--- src/rtl/mem_port_arbiter_pkg.sv ---
// Shared definitions for the two-port memory arbiter: FSM state encoding,
// grant identifiers and default parameter widths.
package mem_port_arbiter_pkg;

  localparam int DEF_ADDR_W    = 32;
  localparam int DEF_DATA_W    = 32;
  localparam int DEF_MEM_WORDS = 256;

  typedef enum logic [1:0] {
    ST_IDLE = 2'd0,
    ST_ACC  = 2'd1,
    ST_RESP = 2'd2
  } arb_state_e;

  typedef enum logic {
    GNT_CPU = 1'b0,
    GNT_EXT = 1'b1
  } gnt_e;

endpackage

--- src/rtl/mem_arb_rr.sv ---
// Two-way round-robin picker (purely combinational).
//   elig_i : eligible requesters, bit 0 = CPU, bit 1 = EXT
//   lst_i  : requester granted most recently
//   vld_o  : at least one requester eligible
//   gnt_o  : chosen requester (meaningful only when vld_o = 1)
module mem_arb_rr
  import mem_port_arbiter_pkg::*;
(
  input  logic [1:0] elig_i,
  input  gnt_e       lst_i,
  output logic       vld_o,
  output gnt_e       gnt_o
);

  always_comb begin
    vld_o = |elig_i;
    gnt_o = GNT_CPU;
    case (elig_i)
      2'b01:   gnt_o = GNT_CPU;
      2'b10:   gnt_o = GNT_EXT;
      // Tie: whoever did not win last time.
      2'b11:   gnt_o = (lst_i == GNT_CPU) ? GNT_EXT : GNT_CPU;
      default: gnt_o = GNT_CPU;
    endcase
  end

endmodule

--- src/rtl/mem_port_arbiter.sv ---
// Arbitrates a CPU port and a loader/debug (EXT) port onto one
// synchronous-read memory. Each access takes IDLE/RESP -> ACC -> RESP:
// the memory strobe is issued in ACC and the requester's ack in RESP.
//   clk, reset            : clock, synchronous active-low reset
//   cpu_* / ext_*         : requester ports (req/we/addr/wdata in,
//                           ack/err/rdata out), cpu_stall for the CPU
//   ext_lock              : blocks new CPU grants
//   mem_addr/we/re/wdata  : word-addressed memory strobes (registered)
//   mem_rdata             : memory read data, valid the cycle after mem_re
module mem_port_arbiter
  import mem_port_arbiter_pkg::*;
#(
  parameter int ADDR_W    = DEF_ADDR_W,
  parameter int DATA_W    = DEF_DATA_W,
  parameter int MEM_WORDS = DEF_MEM_WORDS
) (
  input  logic              clk,
  input  logic              reset,
  input  logic              cpu_req,
  input  logic              cpu_we,
  input  logic [ADDR_W-1:0] cpu_addr,
  input  logic [DATA_W-1:0] cpu_wdata,
  output logic              cpu_ack,
  output logic              cpu_err,
  output logic [DATA_W-1:0] cpu_rdata,
  output logic              cpu_stall,
  input  logic              ext_req,
  input  logic              ext_we,
  input  logic [ADDR_W-1:0] ext_addr,
  input  logic [DATA_W-1:0] ext_wdata,
  output logic              ext_ack,
  output logic              ext_err,
  output logic [DATA_W-1:0] ext_rdata,
  input  logic              ext_lock,
  output logic [ADDR_W-3:0] mem_addr,
  output logic              mem_we,
  output logic              mem_re,
  output logic [DATA_W-1:0] mem_wdata,
  input  logic [DATA_W-1:0] mem_rdata
);

  arb_state_e        state_q;
  gnt_e              gnt_q, lst_q;
  logic              we_q, ok_q;
  logic [ADDR_W-3:0] mem_addr_q;
  logic [DATA_W-1:0] mem_wdata_q;
  logic              mem_we_q, mem_re_q;
  logic              cpu_ack_q, cpu_err_q, ext_ack_q, ext_err_q;
  logic [DATA_W-1:0] cpu_rdata_q, ext_rdata_q;

  logic [1:0]        elig;
  logic              pick_vld;
  gnt_e              pick;
  logic [ADDR_W-1:0] sel_addr;
  logic              sel_we, sel_ok;
  logic [DATA_W-1:0] sel_wdata;

  // In RESP the port being acked is excluded so the other side gets a turn.
  always_comb begin
    elig = '0;
    case (state_q)
      ST_IDLE: elig = {ext_req, cpu_req & ~ext_lock};
      ST_RESP: elig = (gnt_q == GNT_CPU) ? {ext_req, 1'b0}
                                         : {1'b0, cpu_req & ~ext_lock};
      default: elig = '0;
    endcase
  end

  mem_arb_rr u_rr (
    .elig_i (elig),
    .lst_i  (lst_q),
    .vld_o  (pick_vld),
    .gnt_o  (pick)
  );

  assign sel_addr  = (pick == GNT_EXT) ? ext_addr  : cpu_addr;
  assign sel_we    = (pick == GNT_EXT) ? ext_we    : cpu_we;
  assign sel_wdata = (pick == GNT_EXT) ? ext_wdata : cpu_wdata;
  // Misaligned addresses are rejected like out-of-range ones.
  assign sel_ok    = (sel_addr[1:0] == 2'b00) &&
                     ({2'b00, sel_addr[ADDR_W-1:2]} < ADDR_W'(MEM_WORDS));

  // Range check and strobes are resolved at grant time so the strobes can
  // be registered and still appear in the ACC cycle.
  always_ff @(posedge clk) begin
    if (!reset) begin
      state_q     <= ST_IDLE;
      gnt_q       <= GNT_CPU;
      lst_q       <= GNT_EXT;
      we_q        <= 1'b0;
      ok_q        <= 1'b0;
      mem_addr_q  <= '0;
      mem_wdata_q <= '0;
      mem_we_q    <= 1'b0;
      mem_re_q    <= 1'b0;
      cpu_ack_q   <= 1'b0;
      cpu_err_q   <= 1'b0;
      ext_ack_q   <= 1'b0;
      ext_err_q   <= 1'b0;
      cpu_rdata_q <= '0;
      ext_rdata_q <= '0;
    end else begin
      mem_we_q    <= 1'b0;
      mem_re_q    <= 1'b0;
      cpu_ack_q   <= 1'b0;
      cpu_err_q   <= 1'b0;
      ext_ack_q   <= 1'b0;
      ext_err_q   <= 1'b0;
      cpu_rdata_q <= cpu_rdata;
      ext_rdata_q <= ext_rdata;
      case (state_q)
        ST_IDLE, ST_RESP: begin
          if (pick_vld) begin
            gnt_q       <= pick;
            lst_q       <= pick;
            we_q        <= sel_we;
            ok_q        <= sel_ok;
            mem_addr_q  <= sel_addr[ADDR_W-1:2];
            mem_wdata_q <= sel_wdata;
            mem_we_q    <= sel_ok & sel_we;
            mem_re_q    <= sel_ok & ~sel_we;
            state_q     <= ST_ACC;
          end else begin
            state_q     <= ST_IDLE;
          end
        end
        ST_ACC: begin
          if (gnt_q == GNT_CPU) begin
            cpu_ack_q <= 1'b1;
            cpu_err_q <= ~ok_q;
          end else begin
            ext_ack_q <= 1'b1;
            ext_err_q <= ~ok_q;
          end
          state_q <= ST_RESP;
        end
        default: state_q <= ST_IDLE;
      endcase
    end
  end

  // Read data comes straight from the memory in the ack cycle; otherwise
  // the last delivered value is held.
  assign cpu_rdata = (cpu_ack_q && ok_q && !we_q) ? mem_rdata : cpu_rdata_q;
  assign ext_rdata = (ext_ack_q && ok_q && !we_q) ? mem_rdata : ext_rdata_q;

  assign cpu_ack   = cpu_ack_q;
  assign cpu_err   = cpu_err_q;
  assign ext_ack   = ext_ack_q;
  assign ext_err   = ext_err_q;
  assign cpu_stall = cpu_req & ~cpu_ack_q;
  assign mem_addr  = mem_addr_q;
  assign mem_wdata = mem_wdata_q;
  assign mem_we    = mem_we_q;
  assign mem_re    = mem_re_q;

endmodule

--- config.mk ---
export PLATFORM = sky130hd
export DESIGN_NAME = mem_port_arbiter
export DESIGN_NICKNAME = d
export VERILOG_FILES = /design/src/rtl/mem_port_arbiter_pkg.sv /design/src/rtl/mem_arb_rr.sv /design/src/rtl/mem_port_arbiter.sv
export SDC_FILE = /design/constraint.sdc
export NUM_CORES = 1
export LEC_CHECK = 0
export ABC_AREA = 1
export BUFFER_PORTS_ARGS = -buffer_cell sky130_fd_sc_hd__buf_2
export CORE_ASPECT_RATIO = 0.6
export CORE_MARGIN = 2
export CORE_UTILIZATION = 49
export CTS_CLUSTER_DIAMETER = 30
export DETAILED_ROUTE_END_ITERATION = 10
export PLACE_DENSITY = 0.84
export SYNTH_ARGS = -nofsm -noshare
export SYNTH_HDL_FRONTEND = slang
export SYNTH_SLANG_ARGS = --single-unit
--- constraint.sdc ---
create_clock -name clk -period 2.9 [get_ports clk]
set_input_delay 0.58 -clock clk [delete_from_list [all_inputs] [get_ports clk]]
set_output_delay 0.58 -clock clk [all_outputs]
set_load 0.05 [all_outputs]
; ---- Word-level counts from Yosys, hierarchy flattened
; Index checks and enable logic that the tools add are counted.
[op_classes]
addsub = 0
multipliers = 0
div_mod_pow = 0
n_lt_le_gt_ge = 1
n_eq_ne = 4
shifts = 0
muxes = 13
bitwise = 10
reduce_logical = 15
[ops]
columns = op, n
row1 = $mux W32, 4
row2 = $lt A30 B9 Y1 const B, 1
row3 = $pmux W2 S2, 2
row4 = $eq A2 B2 Y1 const B, 3
row5 = $not A1 Y1, 6
row6 = $reduce_and A3 Y1, 2
row7 = $logic_and A1 B1 Y1, 5
row8 = $mux W1, 5
row9 = $and A1 B1 Y1, 4
row10 = $logic_not A2 Y1, 2
row11 = $reduce_and A2 Y1, 2
row12 = $reduce_or A2 Y1, 2
row13 = $reduce_or A3 Y1, 1
row14 = $eq A2 B1 Y1 const B, 1
row15 = $mux W2, 1
row16 = $pmux W1 S2, 1
row17 = $logic_not A1 Y1, 1
[totals]
register_bits = 138
latch_bits = 0
ram_bits = 0
mem_bits_ro = 0
input_bits = 167
out_inout_bits = 133
wordCells = 58
n_memories = 0

; ---- Logic depth before layout (Yosys ltp)
[logic_depth]
word_depth = 10
mapped_depth = 13
mapped_depth_nobuf = 12

; ---- By module
; Synthesis repeated with hierarchy kept, for this count alone.
[unflattened]
cells_unflattened = 817
area_unflattened_um2 = 5866.9
[modules_own_cells]
columns = module, instances, cells_each, area_each_um2, seq_area_each_um2
row1 = mem_port_arbiter, 1, 814, 5851.9, 2762.6
row2 = mem_arb_rr, 1, 3, 15.0, 0.0

; ---- Worst setup path after synthesis
; Ideal clock, no wire load.
[synth_path]
kind = flip-flop to output port
startpoint = reg cpu_ack_q, in the netlist cpu_ack
endpoint = out cpu_rdata[10]
arrival_time_ns = 1.679
required_ns = 2.320
slack_ns = 0.641
stages_incl_launch_ff = 6
path_buffers = 1
cell_sequence = dfxtp_1 nand3_1 clkbuf_1 nand2_1 o21ai_0 inv_1
[synth_between]
elab_chain_len = 3
[synth_rtl]
columns = element, line_no
row1 = start: declaration, mem_port_arbiter.sv:48  ; logic cpu_ack_q, cpu_err_q, ext_ack_q, ext_err_q;
row2 = start signal: assignment, mem_port_arbiter.sv:96  ; cpu_ack_q <= 1'b0;
row3 = start signal: assignment, mem_port_arbiter.sv:105  ; cpu_ack_q <= 1'b0;
row4 = start signal: assignment, mem_port_arbiter.sv:129  ; cpu_ack_q <= 1'b1;
row5 = $logic_and A1 B1 Y1 (2 in series), mem_port_arbiter.sv:144  ; assign cpu_rdata = (cpu_ack_q && ok_q && !we_q) ? mem_rdata : cpu_rdata_q;
row6 = $mux W32, mem_port_arbiter.sv:144
row7 = end: declaration, mem_port_arbiter.sv:25  ; output logic [DATA_W-1:0] cpu_rdata,
; No other way between the ends.

; ---- Final worst setup path
[layout_path]
startpoint = reg ok_q
endpoint = out cpu_rdata[21]
[layout_between]
elab_chain_len = 3
[layout_rtl]
columns = element, line_no
row1 = start: declaration, mem_port_arbiter.sv:44  ; logic we_q, ok_q;
row2 = start signal: assignment, mem_port_arbiter.sv:117  ; ok_q <= sel_ok;
row3 = $logic_and A1 B1 Y1 (2 in series), mem_port_arbiter.sv:144
row4 = $mux W32, mem_port_arbiter.sv:144
; No other way between the ends.

==> flow_summary.rst <==
.. list-table::
   :header-rows: 1

   * - Metric
     - Value
   * - Final hold violation count
     - 0
   * - Tightest slew margin relative to the limit
     - 0.526
   * - Bufs on Longest Clock Path
     - 2
   * - Starting utilization of the core area
     - 0.507
   * - Post-DP HPWL
     - 12.3 mm
   * - Post-synthesis cell type count
     - 23
   * - Number of remaining DRC errors
     - 0
   * - FF+latch area
     - 2760 sq um
   * - Mapped Cells
     - 821
   * - Placed Instance Area
     - 7350 sq um
   * - GP Congestion
     - 0.859
   * - Flip-flop and latch count after synthesis
     - 138
   * - Worst setup EP type
     - output port
   * - Setup repair after global routing missed its margin
     - false
   * - Clock sink count
     - 138
   * - Peak fanout along the critical path
     - 27
   * - Overall via count from detail_route
     - 6108
   * - Initial DRC count
     - 338
   * - Library cell occupying the most area in the post-synthesis netlist
     - dfxtp_1
   * - Total GRT Usage
     - 0.259
   * - Final WL
     - 16.8 mm
   * - Lkg Pwr
     - 4.80 nW
   * - Sequential cell area fraction in the yosys report
     - 0.479
   * - Depth of the worst hold-timing path
     - 2
   * - Utilization after layout
     - 0.699
   * - Initial antenna violation count
     - 0
   * - Combined area of the multi-input logic cells
     - 2290 sq um
   * - Final-report max-slew violation count
     - 0
   * - Clock tree from TritonCTS
     - built
   * - Synthesized area per cell
     - 7.03 sq um
   * - Data required time at the worst endpoint
     - 2.32 ns
   * - Die Span Y
     - 88.0 um
   * - Floorplan Core Area
     - 11400 sq um
   * - Reported max-cap violation count
     - 0
   * - Arrival @ worst endpoint
     - 2.00 ns
   * - Rows
     - 30
   * - Wire length of the first global-routing pass
     - 25.7 mm
   * - Share of synthesized flip-flops with an asynchronous set or reset
     - 0
   * - Period minus WS final
     - 2.58 ns
   * - Total design power
     - 0.00508 W
   * - Status
     - finished, final reports clean
   * - Portion of synthesized cell area occupied by the leading cell type
     - 0.479
   * - Net count after synthesis
     - 988
   * - Layout cells sized above 1
     - 0.324
   * - IO buf count
     - 299
   * - Grt total ovfl
     - 0
   * - CP startpoint kind
     - register
   * - Buffer cell driving the clock tree root
     - clkbuf_16
   * - Area enclosed by the die boundary
     - 12700 sq um
   * - Layout filler cell count
     - 957
   * - Number of nets with antenna violations after detailed routing
     - 0
   * - Post-route cell area
     - 7960 sq um
   * - Dominant synthesized flop cell
     - dfxtp_1
   * - Htree depth
     - 4
   * - Post-synth EDFFs
     - 0
   * - Area growth syn-to-layout
     - 37.9%
   * - Final layout net count
     - 1269
   * - Length of the first detailed-routing pass in iterations
     - 5
   * - Class of the worst hold path
     - in -> reg
   * - Power density over cell area
     - 638 nW/um^2
   * - Wirelength per Cell
     - 13.2 um
   * - Horizontal die dimension
     - 144 um
   * - Most frequent cell after synthesis
     - nand2_1
   * - Clk slew on worst S/H paths
     - 0.05 ns
   * - Sum of negative setup slack
     - 0 ns
   * - Maximum operating frequency
     - 0.388 GHz
   * - Per-cell via count in the routed design
     - 4.79
   * - Type of the worst setup path
     - reg -> out
   * - Largest net degree at the start of global routing
     - 71
   * - Depth of the most critical reg-to-reg path
     - 11
   * - Source-to-sink clock delay at the later pin of the worst-skew pair
     - 0.40 ns
   * - Number of global-route vias before repair
     - 5463
   * - Slew at the pin closest to its max-slew limit
     - 0.711 ns
   * - Ranking of synthesized cells by area
     - dfxtp_1, o21ai_0, nand2_1
   * - Largest vdd supply drop
     - 0.000458 V
   * - Clock Skew
     - 0.00927 ns
   * - Total I/O pin count
     - 300
   * - Diodes inserted
     - 0
   * - Period Utilization, post-route
     - 0.890
   * - Number of buffers created by CTS
     - 17
   * - Cell area after synthesis
     - 5770 sq um
   * - Count of yosys warnings during synthesis
     - 0
   * - Post-CTS Setup Repair Bufs
     - 0
   * - Number of failing setup endpoints in the final timing report
     - 0
   * - Leading post-synthesis cells by instance count
     - nand2_1, dfxtp_1, o21ai_0, inv_1, nor2_1
routing by layer:
metal	vias to the layer above	track usage	routed length, um
met5	-	0	0
met4	0	0.120	522
met3	42	0.0809	1390
met2	251	0.421	7750
met1	2717	0.317	7120
li1	3098	-	-
power by group:
part           internal [W]  switching, W  leakage, nW
clock               0.00136      0.000821        0.284
combinational      0.000240      0.000613         3.39
sequential          0.00199     0.0000504         1.12
critical path, stage by stage, from the launching register on:
cell	delay, ns
dfxtp_1	0.45
nand3_4	0.28
buf_4	0.30
o21ai_0	0.26
inv_1	0.08
buf_2	0.22
cell usage in the layout (no fill, tap or decap), types with 9 or more instances in the layout:
cell / instances
clkbuf_16: 17
nor2_1: 124
o21ai_1: 9
buf_4: 9
buf_2: 299
a22o_1: 22
nand2_1: 163
inv_1: 133
nand3_1: 22
o21ai_0: 137
dfxtp_1: 138
through the flow:
step	setup slack (ns)	hold slack, ns	cells
2_1_floorplan	0.641	0.428	821
3_3_place_gp	0.513	0.435	1243
3_5_place_dp	0.394	0.440	1243
4_1_cts	0.114	0.377	1275
5_1_grt	0.157	0.382	1275
6_report	0.320	0.395	1275
path summary, 6_finish.rpt:
| check | from | to | slack [ns] |
|---|---|---|---|
| worst max-delay path | ok_q | cpu_rdata[21] | 0.32 |
| worst min-delay path | reset | lst_q | 0.39 |
| worst max register to register | state_q[0] | mem_we | 0.65 |
| worst min register to register | mem_wdata[21] | mem_wdata[21] | 0.45 |
flip-flops by register name (all words and copies together) (netlist names):
register and cells:
cpu_rdata_q 32, ext_rdata_q 32, mem_wdata 32, mem_addr 30, state_q 2, cpu_ack 1
cpu_err 1, ext_ack 1, ext_err 1, gnt_q 1, lst_q 1, mem_re 1
mem_we 1, ok_q 1, we_q 1
layout make-up:
| cell class | count | share of cell area |
|---|---|---|
| Multi-Input combinational cell | 498 | 0.288 |
| Tap cell | 160 | 0.0252 |
| Clock inverter | 14 | 0.0214 |
| Timing Repair Buffer | 309 | 0.199 |
| Clock buffer | 18 | 0.0539 |
| Inverter | 138 | 0.0653 |
| Sequential cell | 138 | 0.347 |
cell families (layout without fill, tap and decap cells):
group,count (synthesis),count (layout),share of synthesized area
AND/OR/NAND/NOR,329,329,0.232
flip-flops,138,138,0.479
AO/OA/AOI/OAI,169,169,0.161
buffers and inverters,185,479,0.128
repair_timing:
| action | in CTS | in global routing |
|---|---|---|
| hold buffers | 0 | 0 |
| resized for setup | 0 | 1 |
| endpoints found under the setup margin | 0 | 12 |
Note: power is estimated with default switching activity, not from simulation.
